### src/rtl/prim_clock_mux_ctrl_pkg.sv
// Shared types and helpers for the N-input clock mux sequencer.
package prim_clock_mux_ctrl_pkg;

    // Sequencer phases: break (GATE_OFF), commit (SWITCH), make (GATE_ON), handshake (DONE).
    typedef enum logic [2:0] {
        St_Idle    = 3'd0,
        St_GateOff = 3'd1,
        St_Switch  = 3'd2,
        St_GateOn  = 3'd3,
        St_Done    = 3'd4
    } clk_mux_ctrl_st_e;

    localparam int unsigned StatsW = 8;

    // One-hot encoding of idx; all-zero when idx is out of range for n sources.
    function automatic logic [31:0] onehot(input int unsigned idx, input int unsigned n);
        logic [31:0] res;
        res = '0;
        if (idx < n) res = 32'd1 << idx;
        return res;
    endfunction

endpackage

### src/rtl/prim_clock_mux_ctrl_cnt.sv
// Loadable settle down-counter: loads SettleCycles-1, decrements to zero, never wraps.
module prim_clock_mux_ctrl_cnt #(
    parameter  int unsigned SettleCycles = 3,
    localparam int unsigned CntW         = $clog2(SettleCycles + 1)
) (
    input  logic clk_i,
    input  logic rst_ni,
    input  logic load_i,
    input  logic dec_i,
    output logic zero_o
);

    logic [CntW-1:0] cnt_q, cnt_d;

    // Next count: reload on phase entry, otherwise step down and hold at zero.
    always_comb begin
        cnt_d = cnt_q;
        if (load_i) begin
            cnt_d = CntW'(SettleCycles - 1);
        end else if (dec_i && (cnt_q != '0)) begin
            cnt_d = cnt_q - CntW'(1);
        end
    end

    // Count register.
    always_ff @(posedge clk_i) begin
        if (!rst_ni) cnt_q <= '0;
        else         cnt_q <= cnt_d;
    end

    assign zero_o = (cnt_q == '0);

endmodule

### src/rtl/prim_clock_mux_ctrl.sv
// Break-before-make sequencer for switching between NumClk gated clock sources.
// Optional switch statistics counter enabled by PRIM_CLOCK_MUX_CTRL_STATS_EN.
module prim_clock_mux_ctrl
    import prim_clock_mux_ctrl_pkg::*;
#(
    parameter  int unsigned NumClk       = 4,
    parameter  int unsigned SettleCycles = 3,
    parameter  int unsigned DefaultSel   = 0,
    localparam int unsigned SelW         = $clog2(NumClk)
) (
    input  logic              clk_i,
    input  logic              rst_ni,
    input  logic              req_i,
    input  logic [SelW-1:0]   sel_i,
    output logic              ack_o,
    output logic              err_o,
    output logic              busy_o,
    output logic [SelW-1:0]   sel_o,
    output logic [NumClk-1:0] clk_en_o
`ifdef PRIM_CLOCK_MUX_CTRL_STATS_EN
    ,
    output logic [StatsW-1:0] switch_cnt_o
`endif
);

    clk_mux_ctrl_st_e state_q, state_d;
    logic [SelW-1:0]  sel_q, sel_d;
    logic [SelW-1:0]  pend_q, pend_d;
    logic             err_q, err_d;
    logic             cnt_load, cnt_dec, cnt_zero;
    logic             sel_valid;

    assign sel_valid = (32'(sel_i) < NumClk);

    prim_clock_mux_ctrl_cnt #(
        .SettleCycles(SettleCycles)
    ) u_cnt (
        .clk_i  (clk_i),
        .rst_ni (rst_ni),
        .load_i (cnt_load),
        .dec_i  (cnt_dec),
        .zero_o (cnt_zero)
    );

    // Next-state logic: requests are only looked at in IDLE; later ones are dropped.
    always_comb begin
        state_d  = state_q;
        sel_d    = sel_q;
        pend_d   = pend_q;
        err_d    = 1'b0;
        cnt_load = 1'b0;
        cnt_dec  = 1'b0;
        unique case (state_q)
            St_Idle: begin
                if (req_i) begin
                    if (!sel_valid) begin
                        err_d = 1'b1;
                    end else if (sel_i == sel_q) begin
                        state_d = St_Done;
                    end else begin
                        pend_d   = sel_i;
                        cnt_load = 1'b1;
                        state_d  = St_GateOff;
                    end
                end
            end
            St_GateOff: begin
                if (cnt_zero) state_d = St_Switch;
                else          cnt_dec = 1'b1;
            end
            St_Switch: begin
                sel_d    = pend_q;
                cnt_load = 1'b1;
                state_d  = St_GateOn;
            end
            St_GateOn: begin
                if (cnt_zero) state_d = St_Done;
                else          cnt_dec = 1'b1;
            end
            St_Done: begin
                state_d = St_Idle;
            end
            default: begin
                state_d = St_Idle;
            end
        endcase
    end

    // State, committed select, pending target and error pulse registers.
    always_ff @(posedge clk_i) begin
        if (!rst_ni) begin
            state_q <= St_Idle;
            sel_q   <= SelW'(DefaultSel);
            pend_q  <= SelW'(DefaultSel);
            err_q   <= 1'b0;
        end else begin
            state_q <= state_d;
            sel_q   <= sel_d;
            pend_q  <= pend_d;
            err_q   <= err_d;
        end
    end

`ifdef PRIM_CLOCK_MUX_CTRL_STATS_EN
    logic [StatsW-1:0] switch_cnt_q;

    // Saturating count of committed switches (one per SWITCH cycle).
    always_ff @(posedge clk_i) begin
        if (!rst_ni) begin
            switch_cnt_q <= '0;
        end else if ((state_q == St_Switch) && (switch_cnt_q != '1)) begin
            switch_cnt_q <= switch_cnt_q + StatsW'(1);
        end
    end

    assign switch_cnt_o = switch_cnt_q;
`endif

    // Enables are forced off across the break phase and the commit cycle.
    assign clk_en_o = ((state_q == St_GateOff) || (state_q == St_Switch))
                      ? '0 : NumClk'(onehot(32'(sel_q), NumClk));
    assign busy_o   = (state_q == St_GateOff) || (state_q == St_Switch) ||
                      (state_q == St_GateOn);
    assign ack_o    = (state_q == St_Done);
    assign err_o    = err_q;
    assign sel_o    = sel_q;

    a_en_onehot0: assert property (@(posedge clk_i) disable iff (!rst_ni)
        $onehot0(clk_en_o));
    a_sel_stable: assert property (@(posedge clk_i) disable iff (!rst_ni)
        (state_q != St_Switch) |=> $stable(sel_q));
    a_sel_known: assert property (@(posedge clk_i) disable iff (!rst_ni)
        req_i |-> !$isunknown(sel_i));

endmodule
### config.mk
export PLATFORM = sky130hd
export DESIGN_NAME = prim_clock_mux_ctrl
export DESIGN_NICKNAME = d
export VERILOG_FILES = /design/src/rtl/prim_clock_mux_ctrl_pkg.sv /design/src/rtl/prim_clock_mux_ctrl_cnt.sv /design/src/rtl/prim_clock_mux_ctrl.sv
export SDC_FILE = /design/constraint.sdc
export NUM_CORES = 1
export LEC_CHECK = 0
export ABC_AREA = 0
export CAP_MARGIN = 40
export CORE_AREA = 8 8 45 47
export DETAILED_ROUTE_END_ITERATION = 6
export DIE_AREA = 0 0 53 55
export PLACE_DENSITY = 0.71
export SLEW_MARGIN = 40
export SYNTH_ARGS = -nofsm -noshare
export SYNTH_HDL_FRONTEND = slang
export SYNTH_SLANG_ARGS = --single-unit
### constraint.sdc
create_clock -name clk_i -period 1.4 [get_ports clk_i]
set_input_delay 0.35 -clock clk_i [delete_from_list [all_inputs] [get_ports clk_i]]
set_output_delay 0.35 -clock clk_i [all_outputs]
set_load 0.02 [all_outputs]
==> Yosys cells after proc, flatten, opt, wreduce, memory -nomap -nowiden <==
Cells that the tools add are included.
{ "classes": {"addsub": 1, "eq_ne": 8, "n_shift": 1, "muxes": 13, "bitwise": 2, "n_reduce_logical": 11} }
{ "ops": {"columns": ["operator", "count"], "rows": [
  ["$mux 3", 4],
  ["$pmux 3 s4", 1],
  ["$eq 3x2->1 const B", 2],
  ["$ne 2x2->1 const B", 3],
  ["$reduce_and 3->1", 2],
  ["$mux 1", 4],
  ["$mux 2", 2],
  ["$mux 4", 1],
  ["$reduce_bool 2->1", 2],
  ["$reduce_or 2->1", 2],
  ["$shl 1x2->4 const A", 1],
  ["$eq 3x1->1 const B", 1],
  ["$eq 3x3->1 const B", 1],
  ["$logic_not 3->1", 1],
  ["$eq 2x2->1", 1],
  ["$logic_not 2->1", 1],
  ["$logic_or 1x1->1", 2],
  ["$not 1->1", 2],
  ["$pmux 1 s2", 1],
  ["$sub 2x1->2 const B", 1],
  ["$logic_and 1x1->1", 1]
]} }
{ "totals": {"register_bits": 9, "in_bits": 5} }

==> Depth between registers and ports, before layout <==
{ "depth": {"ltp_word": 6, "ltp_mapped": 5} }

==> Cells and area by module <==
A second synthesis with hierarchy kept.
{ "unflattened": {"cells_unflattened": 55, "area_unflattened_um2": 494.2} }
{ "modules_own_cells": {"columns": ["mod", "instances", "cells_each", "area_per_inst_um2", "seq_area_each_um2"], "rows": [
  ["prim_clock_mux_ctrl", 1, 45, 381.6, 140.1],
  ["prim_clock_mux_ctrl_cnt", 1, 10, 112.6, 40.0]
]} }

==> Worst setup path before layout <==
Ideal clock, no wire load.
{ "synth_path": {"kind": "reg-to-output", "from": "register sel_q[1], in the netlist sel_o[1]", "to": "output clk_en_o[2]", "arrival_time_ns": 1.241, "t_required_ns": 1.050, "setup_slack_ns": -0.191, "stages_incl_launch_ff": 4, "n_path_buf": 1, "path_cell_list": "dfxtp_1 clkbuf_1 inv_1 nor3_1"} }
{ "synth_via": {"elab_chain_cells": 2} }
{ "synth_lines": {"columns": ["element", "line_no", "rtl"], "rows": [
  ["start, declared", "prim_clock_mux_ctrl.sv:27", "logic [SelW-1:0] sel_q, sel_d;"],
  ["start signal, assigned", "prim_clock_mux_ctrl.sv:93", "sel_q <= SelW'(DefaultSel);"],
  ["start signal, assigned", "prim_clock_mux_ctrl.sv:98", "sel_q <= sel_d;"],
  ["$shl 1x2->4", "prim_clock_mux_ctrl_pkg.sv:19", "if (idx < n) res = 32'd1 << idx;"],
  ["$mux 4", "prim_clock_mux_ctrl.sv:121", "? '0 : NumClk'(onehot(32'(sel_q), NumClk));"],
  ["end, declared", "prim_clock_mux_ctrl.sv:19", "output logic [NumClk-1:0] clk_en_o"]
]} }
Every way passes these cells.

==> Worst setup path in the final report <==
{ "layout_path": {"from": "register state_q[0]", "to": "register pend_q[0]"} }
{ "layout_via": {"elab_chain_cells": 2} }
{ "layout_lines": {"columns": ["element", "line_no", "rtl"], "rows": [
  ["start, declared", "prim_clock_mux_ctrl.sv:26", "clk_mux_ctrl_st_e state_q, state_d;"],
  ["start signal, assigned", "prim_clock_mux_ctrl.sv:92", "state_q <= St_Idle;"],
  ["start signal, assigned", "prim_clock_mux_ctrl.sv:97", "state_q <= state_d;"],
  ["$logic_not 3->1", "prim_clock_mux_ctrl.sv:53", "unique case (state_q)"],
  ["$reduce_and 3->1 (no source line)", null, null],
  ["end signal, assigned", "prim_clock_mux_ctrl.sv:94", "pend_q <= SelW'(DefaultSel);"],
  ["end signal, assigned", "prim_clock_mux_ctrl.sv:99", "pend_q <= pend_d;"],
  ["end, declared", "prim_clock_mux_ctrl.sv:28", "logic [SelW-1:0] pend_q, pend_d;"]
]} }
Every way passes these cells.
A chain may end at the register's enable or synchronous reset.

==> results.txt <==
Max IR drop VDD -> 0.000599 V
Hold Path Class -> register to register
Status -> finished with violations
Final slew viol count -> 0
Final worst-path cycle share -> 109%
Crit Path Max Fanout -> 5
Vias in the first global route -> 559
#FFs+latches synth -> 9
Post-Layout Cell Count -> 104
Ant diodes -> 0
Tmin final -> 1.53 ns
Clock-pin slew of the registers on the worst-case setup and hold paths -> 0.07 ns
Hold-fix buffers, CTS -> 0
Skew-Pair Late Insertion Delay -> 0.27 ns
H-tree Lvls -> 1
Failing checks -> setup timing
Sw Ratio -> 36.0%
Final core utilization -> 58.9%
Cell Int Power -> 0.629 mW
PnR worst setup slack -> -0.132 ns
Cell area after synthesis -> 551 sq um
Post-Synthesis Cells -> 66
Critical Path Source Type -> register
Clk pwr share -> 21.0%
TNS Setup -> -0.998 ns
NetSw -> 0.354 mW
Most frequent cells in the layout -> 14 x buf_4, 8 x nor2_1, 5 x nand2_1, 5 x dfxtp_1
Worst Path Required -> 1.58 ns
Drt via density -> 5.21
Total Routing Usage GR -> 11.1%
RSZ-0062 raised after global routing -> yes
Starting Density -> 39.8%
Seq/Total Area, Yosys -> 32.7%
IO Pins -> 14
Worst Setup End Kind -> register
Synth Flop Type -> dfxtp_1
Power Density -> 1210 nW/um^2
Maxcap violations -> 0
Fraction of layout cells with a size suffix above 1 -> 40.9%
Clock buffer depth -> 2
Post-Syn Nets -> 72
WL per Instance -> 14.8 um
Most common cell after layout, fill and taps aside -> buf_4
Fmax -> 653 MHz
Die area -> 2920 sq um
Syn Area/Cell -> 8.34 sq um
Clock Sinks -> 9
Netlist cell types -> 31
CTS tree -> yes
Final nets -> 95
CTS Buf Count -> 3
GRT overflow -> 0
Initial antenna violation count -> 0
Synth async-reset ratio -> 0%
RD Place Congestion -> 0.812
Combinational power share -> 46.4%
CP arrival -> 1.72 ns
Final setup fails -> 10
Area Overhead vs Synth -> 48.0%
Placed Instances -> 98
Hold Vio Cnt, Final -> 0
Post-route ant nets -> 0
Die H -> 55 um
Critical path class -> register to register
Drt drc -> 0
# port buffers -> 12
Hpwl dp -> 993 um
Rows -> 14
Syn. warnings -> 0
Total power -> 0.983 mW
LEAKAGE -> 0.349 nW
DRT iter0 DRCs -> 9
Clock Tree Root -> clkbuf_4
Final WL -> 1530 um
Largest net degree at the start of global routing -> 10
Global-route wire length before repair -> 2450 um
Number of synthesized flops with an enable pin -> 0
Die width -> 53 um
Number of detailed-route iterations in the first pass -> 4
Skew final -> 0.00721 ns
Core area -> 1380 sq um
Sequential Power Share -> 32.7%
Total number of vias -> 542
-- Yosys cell counts (all sizes together) (2+ instances only) --
cell	number	area share, %
nor2	9	6.1
xor2	3	4.8
a21oi	3	3.4
o21ai	2	1.8
mux2i	4	7.3
nand2	5	3.4
nor3	2	1.8
o211ai	2	2.7
dfxtp	9	33
buf	4	5.2
inv	4	2.7
xnor2	3	4.8
-- timing repair --
action                                 in CTS  in global routing
pin swaps                                   2                  2
setup endpoints to repair                  10                 14
buffers inserted                            2                  0
resized for setup                          44                 11
endpoints found under the hold margin       0                  0
-- registers in the layout, summed over array words and instances (netlist names) --
register	cells
state_q	3
pend_q	2
sel_o	2
u_cnt.cnt_q	2
-- worst paths after layout --
check	slack, ns	startpoint	cells after the start	end
worst max-delay path	-0.13	state_q[0]$_SDFFE_PN0P_	5	pend_q[0]$_SDFFE_PN0P_
worst min-delay path	0.47	pend_q[1]$_SDFFE_PN0P_	2	pend_q[1]$_SDFFE_PN0P_
worst max register to register	-0.13	state_q[0]$_SDFFE_PN0P_	5	pend_q[0]$_SDFFE_PN0P_
worst min register to register	0.47	pend_q[1]$_SDFFE_PN0P_	2	pend_q[1]$_SDFFE_PN0P_
-- area by class of cell --
cell class,instances,area (sq um)
inverters,4,15.0
fillers,119,569
repair buffers,23,188
flip-flops and latches,9,188
clock buffers,4,26.3
well taps,16,20.0
multi-input cells,48,378
-- power by group through the flow --
stage | clock network (mW) | registers (mW) | logic, mW
after floorplan | 0 | 0.311 | 0.261
after global placement | 0 | 0.318 | 0.396
after detailed placement | 0 | 0.319 | 0.399
after CTS | 0.208 | 0.317 | 0.418
after global routing | 0.229 | 0.325 | 0.490
final | 0.206 | 0.321 | 0.456
-- cells by family after synthesis --
family          synth area share, %
compound gates                 13.2
mux                            7.27
buf+inv                        8.64
other cells                   0.681
flops                          32.7
fa+ha+maj                      2.27
simple gates                   25.7
xor+xnor                       9.55
-- critical path, stage by stage, from the launching register on --
cell and delay [ns]:
dfxtp_2 0.34, buf_6 0.13, buf_6 0.11, or4b_4 0.50, a21oi_4 0.16, mux2i_1 0.21
-- through the flow --
step | hold WS (ns) | cell area, sq um | setup WS (ns)
detailed placement | 0.458 | 736 | -0.399
CTS | 0.471 | 781 | -0.120
floorplan | 0.434 | 561 | -0.0575
global placement | 0.452 | 736 | -0.360
finish | 0.474 | 815 | -0.132
global route | 0.495 | 815 | -0.202
-- routing by layer --
metal	GRT usage (%)	wire length, um	up-vias
met1	11.9	656	257
met4	6.90	17	0
met3	3.21	72	2
met5	0	0	-
li1	-	-	268
met2	18.9	787	15
Note: power is estimated with default switching activity, not from simulation.
